### config.mk
export PLATFORM = sky130hd
export DESIGN_NAME = main_control_fsm
export DESIGN_NICKNAME = d
export VERILOG_FILES = /design/src/rtl/mips_ctrl_pkg.sv /design/src/rtl/main_control_fsm.sv
export SDC_FILE = /design/constraint.sdc
export NUM_CORES = 1
export LEC_CHECK = 0
export CAP_MARGIN = 20
export CORE_MARGIN = 2
export CORE_UTILIZATION = 40
export CTS_CLUSTER_SIZE = 8
export DETAILED_ROUTE_END_ITERATION = 6
export GPL_ROUTABILITY_DRIVEN = 0
export GPL_TIMING_DRIVEN = 0
export PLACE_DENSITY = 0.85
export SKIP_CTS_REPAIR_TIMING = 1
export SYNTH_ARGS = -nofsm -noshare
export SYNTH_HDL_FRONTEND = slang
export SYNTH_SLANG_ARGS = --single-unit
### constraint.sdc
create_clock -name i_clk -period 2.05 [get_ports i_clk]
set_clock_uncertainty 0.2 [all_clocks]
set_input_delay 0.41 -clock i_clk [delete_from_list [all_inputs] [get_ports i_clk]]
set_output_delay 0.41 -clock i_clk [all_outputs]
set_load 0.1 [all_outputs]
### src/rtl/mips_ctrl_pkg.sv
// Shared encodings for the multicycle MIPS main control unit and aluControl.
package mips_ctrl_pkg;

  typedef enum logic [3:0] {
    ST_FETCH   = 4'd0,
    ST_DECODE  = 4'd1,
    ST_MEMADR  = 4'd2,
    ST_MEMRD   = 4'd3,
    ST_MEMWB   = 4'd4,
    ST_MEMWR   = 4'd5,
    ST_EXEC    = 4'd6,
    ST_RWB     = 4'd7,
    ST_BRANCH  = 4'd8,
    ST_JUMP    = 4'd9,
    ST_ADDI_EX = 4'd10,
    ST_ADDI_WB = 4'd11
  } state_e;

  localparam logic [5:0] OP_RTYPE = 6'b000000;
  localparam logic [5:0] OP_LW    = 6'b100011;
  localparam logic [5:0] OP_SW    = 6'b101011;
  localparam logic [5:0] OP_BEQ   = 6'b000100;
  localparam logic [5:0] OP_J     = 6'b000010;
  localparam logic [5:0] OP_ADDI  = 6'b001000;

  localparam logic [1:0] ALUOP_ADD  = 2'b00;
  localparam logic [1:0] ALUOP_SUB  = 2'b01;
  localparam logic [1:0] ALUOP_FUNC = 2'b10;

  localparam logic [1:0] SRCB_RT     = 2'b00;
  localparam logic [1:0] SRCB_FOUR   = 2'b01;
  localparam logic [1:0] SRCB_IMM    = 2'b10;
  localparam logic [1:0] SRCB_IMM_SH = 2'b11;

  localparam logic [1:0] PCSRC_ALU    = 2'b00;
  localparam logic [1:0] PCSRC_ALUOUT = 2'b01;
  localparam logic [1:0] PCSRC_JUMP   = 2'b10;

  // DECODE dispatch; FETCH as the result marks an unsupported opcode.
  function automatic state_e decode_next(input logic [5:0] op);
    case (op)
      OP_LW, OP_SW: return ST_MEMADR;
      OP_RTYPE:     return ST_EXEC;
      OP_BEQ:       return ST_BRANCH;
      OP_J:         return ST_JUMP;
      OP_ADDI:      return ST_ADDI_EX;
      default:      return ST_FETCH;
    endcase
  endfunction

endpackage

### src/rtl/main_control_fsm.sv
// Moore main control FSM for the unpipelined multicycle MIPS core, with
// memory-ready stalls in FETCH, MEMRD and MEMWR.
module main_control_fsm
  import mips_ctrl_pkg::*;
(
  input  logic       i_clk,
  input  logic       i_rstn,
  input  logic [5:0] i_op,
  input  logic       i_memReady,
  output logic       o_pcWrite,
  output logic       o_pcWriteCond,
  output logic       o_iorD,
  output logic       o_memRead,
  output logic       o_memWrite,
  output logic       o_irWrite,
  output logic       o_memToReg,
  output logic       o_regDst,
  output logic       o_regWrite,
  output logic       o_aluSrcA,
  output logic [1:0] o_aluSrcB,
  output logic [1:0] o_aluOp,
  output logic [1:0] o_pcSource,
  output logic       o_illegal,
  output logic [3:0] o_state
);

  state_e state_q, state_d;
  logic   illegal_q, illegal_d;

  logic pc_write_raw, pc_write_cond_raw, mem_write_raw, ir_write_raw, reg_write_raw;

  always_ff @(posedge i_clk or negedge i_rstn) begin
    if (!i_rstn) begin
      state_q   <= ST_FETCH;
      illegal_q <= 1'b0;
    end else begin
      state_q   <= state_d;
      illegal_q <= illegal_d;
    end
  end

  always_comb begin
    state_d   = ST_FETCH;
    illegal_d = 1'b0;
    case (state_q)
      ST_FETCH:   state_d = i_memReady ? ST_DECODE : ST_FETCH;
      ST_DECODE: begin
        state_d   = decode_next(i_op);
        illegal_d = (state_d == ST_FETCH);
      end
      ST_MEMADR:  state_d = (i_op == OP_LW) ? ST_MEMRD : ST_MEMWR;
      ST_MEMRD:   state_d = i_memReady ? ST_MEMWB : ST_MEMRD;
      ST_MEMWR:   state_d = i_memReady ? ST_FETCH : ST_MEMWR;
      ST_EXEC:    state_d = ST_RWB;
      ST_ADDI_EX: state_d = ST_ADDI_WB;
      default:    state_d = ST_FETCH;
    endcase
  end

  always_comb begin
    pc_write_raw      = 1'b0;
    pc_write_cond_raw = 1'b0;
    mem_write_raw     = 1'b0;
    ir_write_raw      = 1'b0;
    reg_write_raw     = 1'b0;
    o_iorD            = 1'b0;
    o_memRead         = 1'b0;
    o_memToReg        = 1'b0;
    o_regDst          = 1'b0;
    o_aluSrcA         = 1'b0;
    o_aluSrcB         = SRCB_RT;
    o_aluOp           = ALUOP_ADD;
    o_pcSource        = PCSRC_ALU;
    case (state_q)
      ST_FETCH: begin
        o_memRead    = 1'b1;
        o_aluSrcB    = SRCB_FOUR;
        pc_write_raw = i_memReady;
        ir_write_raw = i_memReady;
      end
      ST_DECODE: o_aluSrcB = SRCB_IMM_SH;
      ST_MEMADR, ST_ADDI_EX: begin
        o_aluSrcA = 1'b1;
        o_aluSrcB = SRCB_IMM;
      end
      ST_MEMRD: begin
        o_memRead = 1'b1;
        o_iorD    = 1'b1;
      end
      ST_MEMWB: begin
        reg_write_raw = 1'b1;
        o_memToReg    = 1'b1;
      end
      ST_MEMWR: begin
        mem_write_raw = 1'b1;
        o_iorD        = 1'b1;
      end
      ST_EXEC: begin
        o_aluSrcA = 1'b1;
        o_aluOp   = ALUOP_FUNC;
      end
      ST_RWB: begin
        reg_write_raw = 1'b1;
        o_regDst      = 1'b1;
      end
      ST_BRANCH: begin
        o_aluSrcA         = 1'b1;
        o_aluOp           = ALUOP_SUB;
        pc_write_cond_raw = 1'b1;
        o_pcSource        = PCSRC_ALUOUT;
      end
      ST_JUMP: begin
        pc_write_raw = 1'b1;
        o_pcSource   = PCSRC_JUMP;
      end
      ST_ADDI_WB: reg_write_raw = 1'b1;
      default: ;
    endcase
  end

  // Architectural writes are masked while reset is held so nothing commits mid-reset.
  assign o_pcWrite     = pc_write_raw & i_rstn;
  assign o_pcWriteCond = pc_write_cond_raw & i_rstn;
  assign o_irWrite     = ir_write_raw & i_rstn;
  assign o_regWrite    = reg_write_raw & i_rstn;
  assign o_memWrite    = mem_write_raw & i_rstn;
  assign o_illegal     = illegal_q;
  assign o_state       = state_q;

endmodule

==> results of run 1 <==
==> logic make-up after synthesis <==
family | Yosys count | synth area share (%)
compound gates | 15 | 16.97
flops | 5 | 22.62
buf+inv | 5 | 9.048
xor+xnor | 2 | 3.168
simple gates | 47 | 48.19
==> stage by stage <==
| step | instances | hold slack (ps) |
|---|---|---|
| floorplan | 74 | -85.59 |
| global placement | 118 | 445.9 |
| detailed placement | 118 | 443.3 |
| CTS | 122 | 276.6 |
==> synthesized netlist by cell type (all sizes together) <==
cell type / n
and2: 1
and4b: 1
nand4: 2
nor2b: 3
or3: 1
and3: 2
o21bai: 1
nand3: 3
nand2: 5
xor2: 1
nor3b: 2
o311ai: 1
o211ai: 1
xnor2: 1
o21a: 1
nor3: 8
buf: 5
o22ai: 1
nand2b: 6
nor4: 1
a211oi: 1
a21oi: 5
dfrtp: 5
or2: 1
nor4b: 1
o21ai: 3
o32ai: 1
nor2: 10
==> impl_metrics.toml, run 1 <==
[outcome]
error_line = "[ERROR DPL-0038] Utilization greater than 100%, impossible to legalize"
status = "did not finish"
failing_step = "global routing (5_1_grt)"

[timing]
worst-ep-kind = "top-level output"
crit_endpoint = "o_pcWrite"

[synthesis]
seq_area_frac_synth_pct = 22.62
ys_warn_count = 0
synth_area_um2 = 553.0
synth_cells = 74
synth_nets = 83
yosysUniqueCellTypes = 32
synth_top_cell_by_area = "dfrtp_1"
netlist_top_cells_area = "dfrtp_1 23%, buf_6 8.1%, nor3_1 7.2%, nor2_1 6.1%, nand2b_1 5.7%"
synth_seq_cells = 5
syn_avg_cell_area_um2 = 7.473
synth_top_area_share_pct = 22.62

[place]
dp_hpwl_um = 1224
dp_slack_ps = -1255
io_buffer_count = 29
place_area_mm2 = 0.001005

[floorplanning]
dieWidth_um = 41.19
row_count = 13
die_h_um = 41.19
start_util_pct = 42.50
ios = 30

[clock_tree]
clock-root-buffer = "clkbuf_4"
ctsLongestPathBuffers = 2
htreeDepth = 1
cts.sinks = 5
cts_buffers = 3

[grt]
grt_max_degree = 11
==> run 2, diff against run 1 <==
--- a/config.mk
+++ b/config.mk
@@ -6,13 +6,12 @@
 export NUM_CORES = 1
 export LEC_CHECK = 0
 export CAP_MARGIN = 20
-export CORE_MARGIN = 2
-export CORE_UTILIZATION = 40
-export CTS_CLUSTER_SIZE = 8
+export CORE_AREA = 2 2 63 65
 export DETAILED_ROUTE_END_ITERATION = 6
+export DIE_AREA = 0 0 65 67
 export GPL_ROUTABILITY_DRIVEN = 0
 export GPL_TIMING_DRIVEN = 0
-export PLACE_DENSITY = 0.85
+export PLACE_DENSITY_LB_ADDON = 0.15
 export SKIP_CTS_REPAIR_TIMING = 1
 export SYNTH_ARGS = -nofsm -noshare
 export SYNTH_HDL_FRONTEND = slang
==> impl_metrics.toml, run 2 <==
[route]
vias = 714
drc = 0
drt_first_pass_iters = 4
postRouteAntennaNets = 0
routed_wl_um = 2044
drt_iter0_drc = 4
viasPerCell = 4.354
wire_per_inst_um = 12.46

[layout]
final_cell_mix = "17 x buf_12, 7 x nor2_4, 7 x buf_4"
multi_input_area_um2 = 569.3
area_growth_pct = 154.3
largest_register_ffs = 4
drive_gt1_share_pct = 55.17
mostFrequentLayoutCell = "buf_12"
nets = 126
final_cells = 164
post-route-cell-area_mm2 = 0.001406
fillCellCount = 341
antenna_cells = 0
final-seq-area_um2 = 140.1
fin_util_pct = 39.00

[clock_tree]
ctsLongestPathBuffers = 2
cts_tree = "yes"
cts.sinks = 5
cts.clk_slew.worst_paths_ps = 40
cts_buffers = 3
htreeDepth = 1
clock-root-buffer = "clkbuf_8"
clk_latency_ps = 220

[synthesis]
async_flop_share_pct = 100.0
ys_warn_count = 0
synth_edf_count = 0
synth_nets = 83
synth_area_um2 = 553.0
yosysUniqueCellTypes = 32
synth_cells = 74
synth_seq_cells = 5
syn_avg_cell_area_um2 = 7.473
synthTopCellsByCount = "9 x nor2_1, 8 x nor3_1"
synth_most_common_cell = "nor2_1"
synthFlopType = "dfrtp_1"
synth_top_cell_by_area = "dfrtp_1"
synth_top_area_share_pct = 22.62
seq_area_frac_synth_pct = 22.62
netlist_top_cells_area = "dfrtp_1 23%, buf_6 8.1%, nor3_1 7.2%, nor2_1 6.1%, nand2b_1 5.7%"

[critical_path]
end_kind = "output pin"
reg2reg_depth = 6
critPathMaxFanout = 10
r2r_end = "o_state[2]"
arrival_ps = 1610
required_ps = 1440
start_kind = "flop"
path_class = "reg2out"
r2r_slack_ps = 320
rr_startpoint = "o_state[0]"

[grt]
grt_pass1_wl_um = 3118
overflow = 0
grt_pass1_vias = 664
grt_max_degree = 11
grt_antenna_before_repair = 0
grt_usage_pct = 9.208

[timing]
finalCritPeriodShare_pct = 108.2
drv_slew = 0
worst_slack_ps = -168.4
rsz0062_at_grt = "true"
fmax_mhz = 450.8
post-route-min-period_ps = 2218
whs_ps = 493.7
finalSetupTns_ps = -849.3
slew_headroom_pct = 35.64
hold_violations = 0
setup_violations = 8
worstMarginPinSlew_ps = 963.8

[worst_hold_path]
hold_start = "o_state[3]"
hold_path.class = "reg2reg"
hold_depth = 2
worstHoldEndpoint = "o_state[2]"

[floorplanning]
dieArea_mm2 = 0.004355
fp.coreArea_mm2 = 0.003606
row_count = 22
die_h_um = 67
start_util_pct = 15.34
dieWidth_um = 65
ios = 30

[place]
io_buffer_count = 29
place_inst = 151
dp_hpwl_um = 1443
dp_slack_ps = -1344
place_area_mm2 = 0.001046

[run]
maxCapViolCount = 0

[power]
max-vdd-ir-drop_uv = 214.2
total_leakage_power_nw = 0.5700
total_power_mw = 0.7438
powerDensity_mw_per_mm2 = 528.9

[outcome]
status = "complete, but fails checks"
violations = "setup timing"
==> run 2: how the worst max path moves through the flow <==
stage / from / end / slack (ps) / cells after the start
after floorplan: o_state[3] / o_regWrite / -870 / 4
after global placement: i_rstn / o_irWrite / -1340 / 4
after detailed placement: i_rstn / o_irWrite / -1340 / 4
after CTS: i_rstn / o_irWrite / -1350 / 4
after global routing: o_state[2] / o_pcWriteCond / -210 / 5
final: o_state[3] / o_irWrite / -170 / 5
==> run 2: logic make-up after synthesis <==
logic type / Yosys count / synth area share [%]
compound gates: 15 / 16.97
simple gates: 47 / 48.19
buf+inv: 5 / 9.048
flops: 5 / 22.62
xor+xnor: 2 / 3.168
==> run 2: area by class of cell <==
type / instances / area share, %
repair buffers: 38 / 36.21
multi-input cells: 64 / 40.48
clock buffers: 4 / 3.203
flip-flops and latches: 5 / 9.964
plain buffers: 5 / 5.872
well taps: 48 / 4.270
==> run 2: worst max-delay path, stage by stage (launching register included) <==
cell,delay (ps)
dfrtp_4,460
buf_6,150
or2_1,220
buf_6,150
nor4_4,140
buf_6,260
==> run 2: per-layer routing <==
metal | routed length, um | up-vias | GRT usage, % | part of all wire, %
met3 | 69 | 7 | 0.8446 | 3.4
met1 | 831 | 327 | 11.46 | 41
met5 | 0 | - | 0 | 0
li1 | - | 358 | - | -
met4 | 61 | 0 | 5.585 | 3.0
met2 | 1082 | 22 | 15.34 | 53
==> run 2: report_power, final <==
group          switching, mW  leakage (nW)  internal, mW
Sequential           0.00971        0.0598         0.110
Clock                 0.0500        0.0228         0.134
Combinational          0.278         0.488         0.163
Total                  0.338         0.570         0.406
Note: power is estimated with default switching activity, not from simulation.
==> run 3, diff against run 2 <==
--- a/config.mk
+++ b/config.mk
@@ -12,7 +12,6 @@
 export GPL_ROUTABILITY_DRIVEN = 0
 export GPL_TIMING_DRIVEN = 0
 export PLACE_DENSITY_LB_ADDON = 0.15
-export SKIP_CTS_REPAIR_TIMING = 1
 export SYNTH_ARGS = -nofsm -noshare
 export SYNTH_HDL_FRONTEND = slang
 export SYNTH_SLANG_ARGS = --single-unit
==> impl_metrics.toml, run 3 (synthesis results as in run 2) <==
[layout]
mostFrequentLayoutCell = "buf_12"
antenna_cells = 0
area_growth_pct = 169.0
largest_register_ffs = 4
nets = 137
final_cells = 175
drive_gt1_share_pct = 61.42
final_cell_mix = "15 x buf_12, 14 x buf_4, 9 x buf_6"
multi_input_area_um2 = 570.5
final-seq-area_um2 = 140.1
fillCellCount = 346

[clock_tree]
clock-root-buffer = "clkbuf_8"
cts.sinks = 5
cts_buffers = 3
ctsLongestPathBuffers = 2
clk_latency_ps = 220
cts.clk_slew.worst_paths_ps = 40
cts_tree = "yes"
htreeDepth = 1

[timing]
fmax_mhz = 454.6
whs_ps = 535.9
worst_slack_ps = -149.6
rsz0062_at_grt = "true"
hold_violations = 0
worstMarginPinSlew_ps = 953.4
drv_slew = 0
finalCritPeriodShare_pct = 107.3
setup_violations = 12
post-route-min-period_ps = 2200
slew_headroom_pct = 36.69

[power]
total_leakage_power_nw = 0.5751
max-vdd-ir-drop_uv = 210.2
powerDensity_mw_per_mm2 = 516.1
total_power_mw = 0.7678

[floorplanning]
ios = 30
dieArea_mm2 = 0.004355
dieWidth_um = 65
fp.coreArea_mm2 = 0.003606
start_util_pct = 15.34
row_count = 22
die_h_um = 67

[critical_path]
critPathMaxFanout = 5
end_kind = "output pin"
arrival_ps = 1590
required_ps = 1440
start_kind = "flop"
path_class = "reg2out"

[route]
drc = 0
routed_wl_um = 2500
viasPerCell = 4.309
postRouteAntennaNets = 0
wire_per_inst_um = 14.29
vias = 754
drt_first_pass_iters = 4
drt_iter0_drc = 18

[grt]
grt_pass1_wl_um = 3705
grt_antenna_before_repair = 0
grt_pass1_vias = 801
grt_usage_pct = 11.28
grt_max_degree = 11
overflow = 0

[place]
io_buffer_count = 29
place_inst = 151
dp_hpwl_um = 1443

[outcome]
status = "complete, but fails checks"
violations = "setup timing"

[run]
maxCapViolCount = 0

[worst_hold_path]
hold_path.class = "in2async"
==> run 3: cell count changes in the layout (fill, tap and decap cells not counted), sizes merged <==
cell / before / now
buf: 29 / 40
clkbuf: 6 / 5
clkdlybuf4s15: 0 / 3
dlygate4sd2: 0 / 3
dlymetal6s2s: 5 / 0
==> run 3: power breakdown <==
group,leakage [nW],switching [mW],internal [mW],total [mW]
registers,0.0598,0.00926,0.110,0.119
logic,0.493,0.287,0.175,0.462
clock network,0.0228,0.0531,0.134,0.187
total,0.575,0.350,0.418,0.768
==> run 3: final timing paths <==
check	start	end	slack [ps]	cells past startpoint
worst max-delay path	o_state[0]	o_pcWrite	-150	5
worst min-delay path	i_rstn	o_state[1]	540	2
worst max register to register	o_state[2]	o_state[2]	190	6
worst min register to register	o_state[3]	o_state[2]	560	3
max in group asynchronous	i_rstn	o_state[3]	890	2
min in group i_clk	o_state[3]	o_state[2]	560	3
==> run 3: repair_timing <==
item	in CTS	in global routing
endpoints found under the hold margin	0	5
pin swaps	8	9
setup buffers	14	5
cloned	0	0
setup endpoints to repair	21	16
hold buffers	0	1
resized for setup	158	19
==> run 3: area by class of cell <==
cell class                 count  share of cell area [%]
buffer                         5                   5.467
tap                           48                   4.037
multi-input combinational     64                   38.35
sequential                     5                   9.420
clock buffer                   4                   3.028
timing repair buffer          49                   39.70
==> run 3: routing by layer <==
layer / share of wire (%) / global-route usage [%] / vias up
met4: 2.5 / 6.383 / 0
met5: 0 / 0 / -
met2: 54 / 20.88 / 23
li1: - / - / 373
met3: 3.1 / 0.8446 / 6
met1: 40 / 12.68 / 352
==> run 3: metrics by stage <==
step                      setup TNS [ps]  util, %  instance area (um^2)  setup slack [ps]
after detailed placement          -14240    29.01                  1046             -1344
after floorplan                    -7948        -                 695.7            -871.0
after global routing               -1510    41.26                  1488            -190.4
final                             -975.5    41.26                  1488            -149.6
after global placement            -14250    29.01                  1046             -1343
after CTS                         -937.9    37.93                  1368            -164.9
==> run 3: critical path, stage by stage, from the launching register on <==
cell	delay (ps)
dfrtp_4	510
buf_12	140
nor3b_2	170
a21oi_2	70
nor4b_4	220
buf_6	260
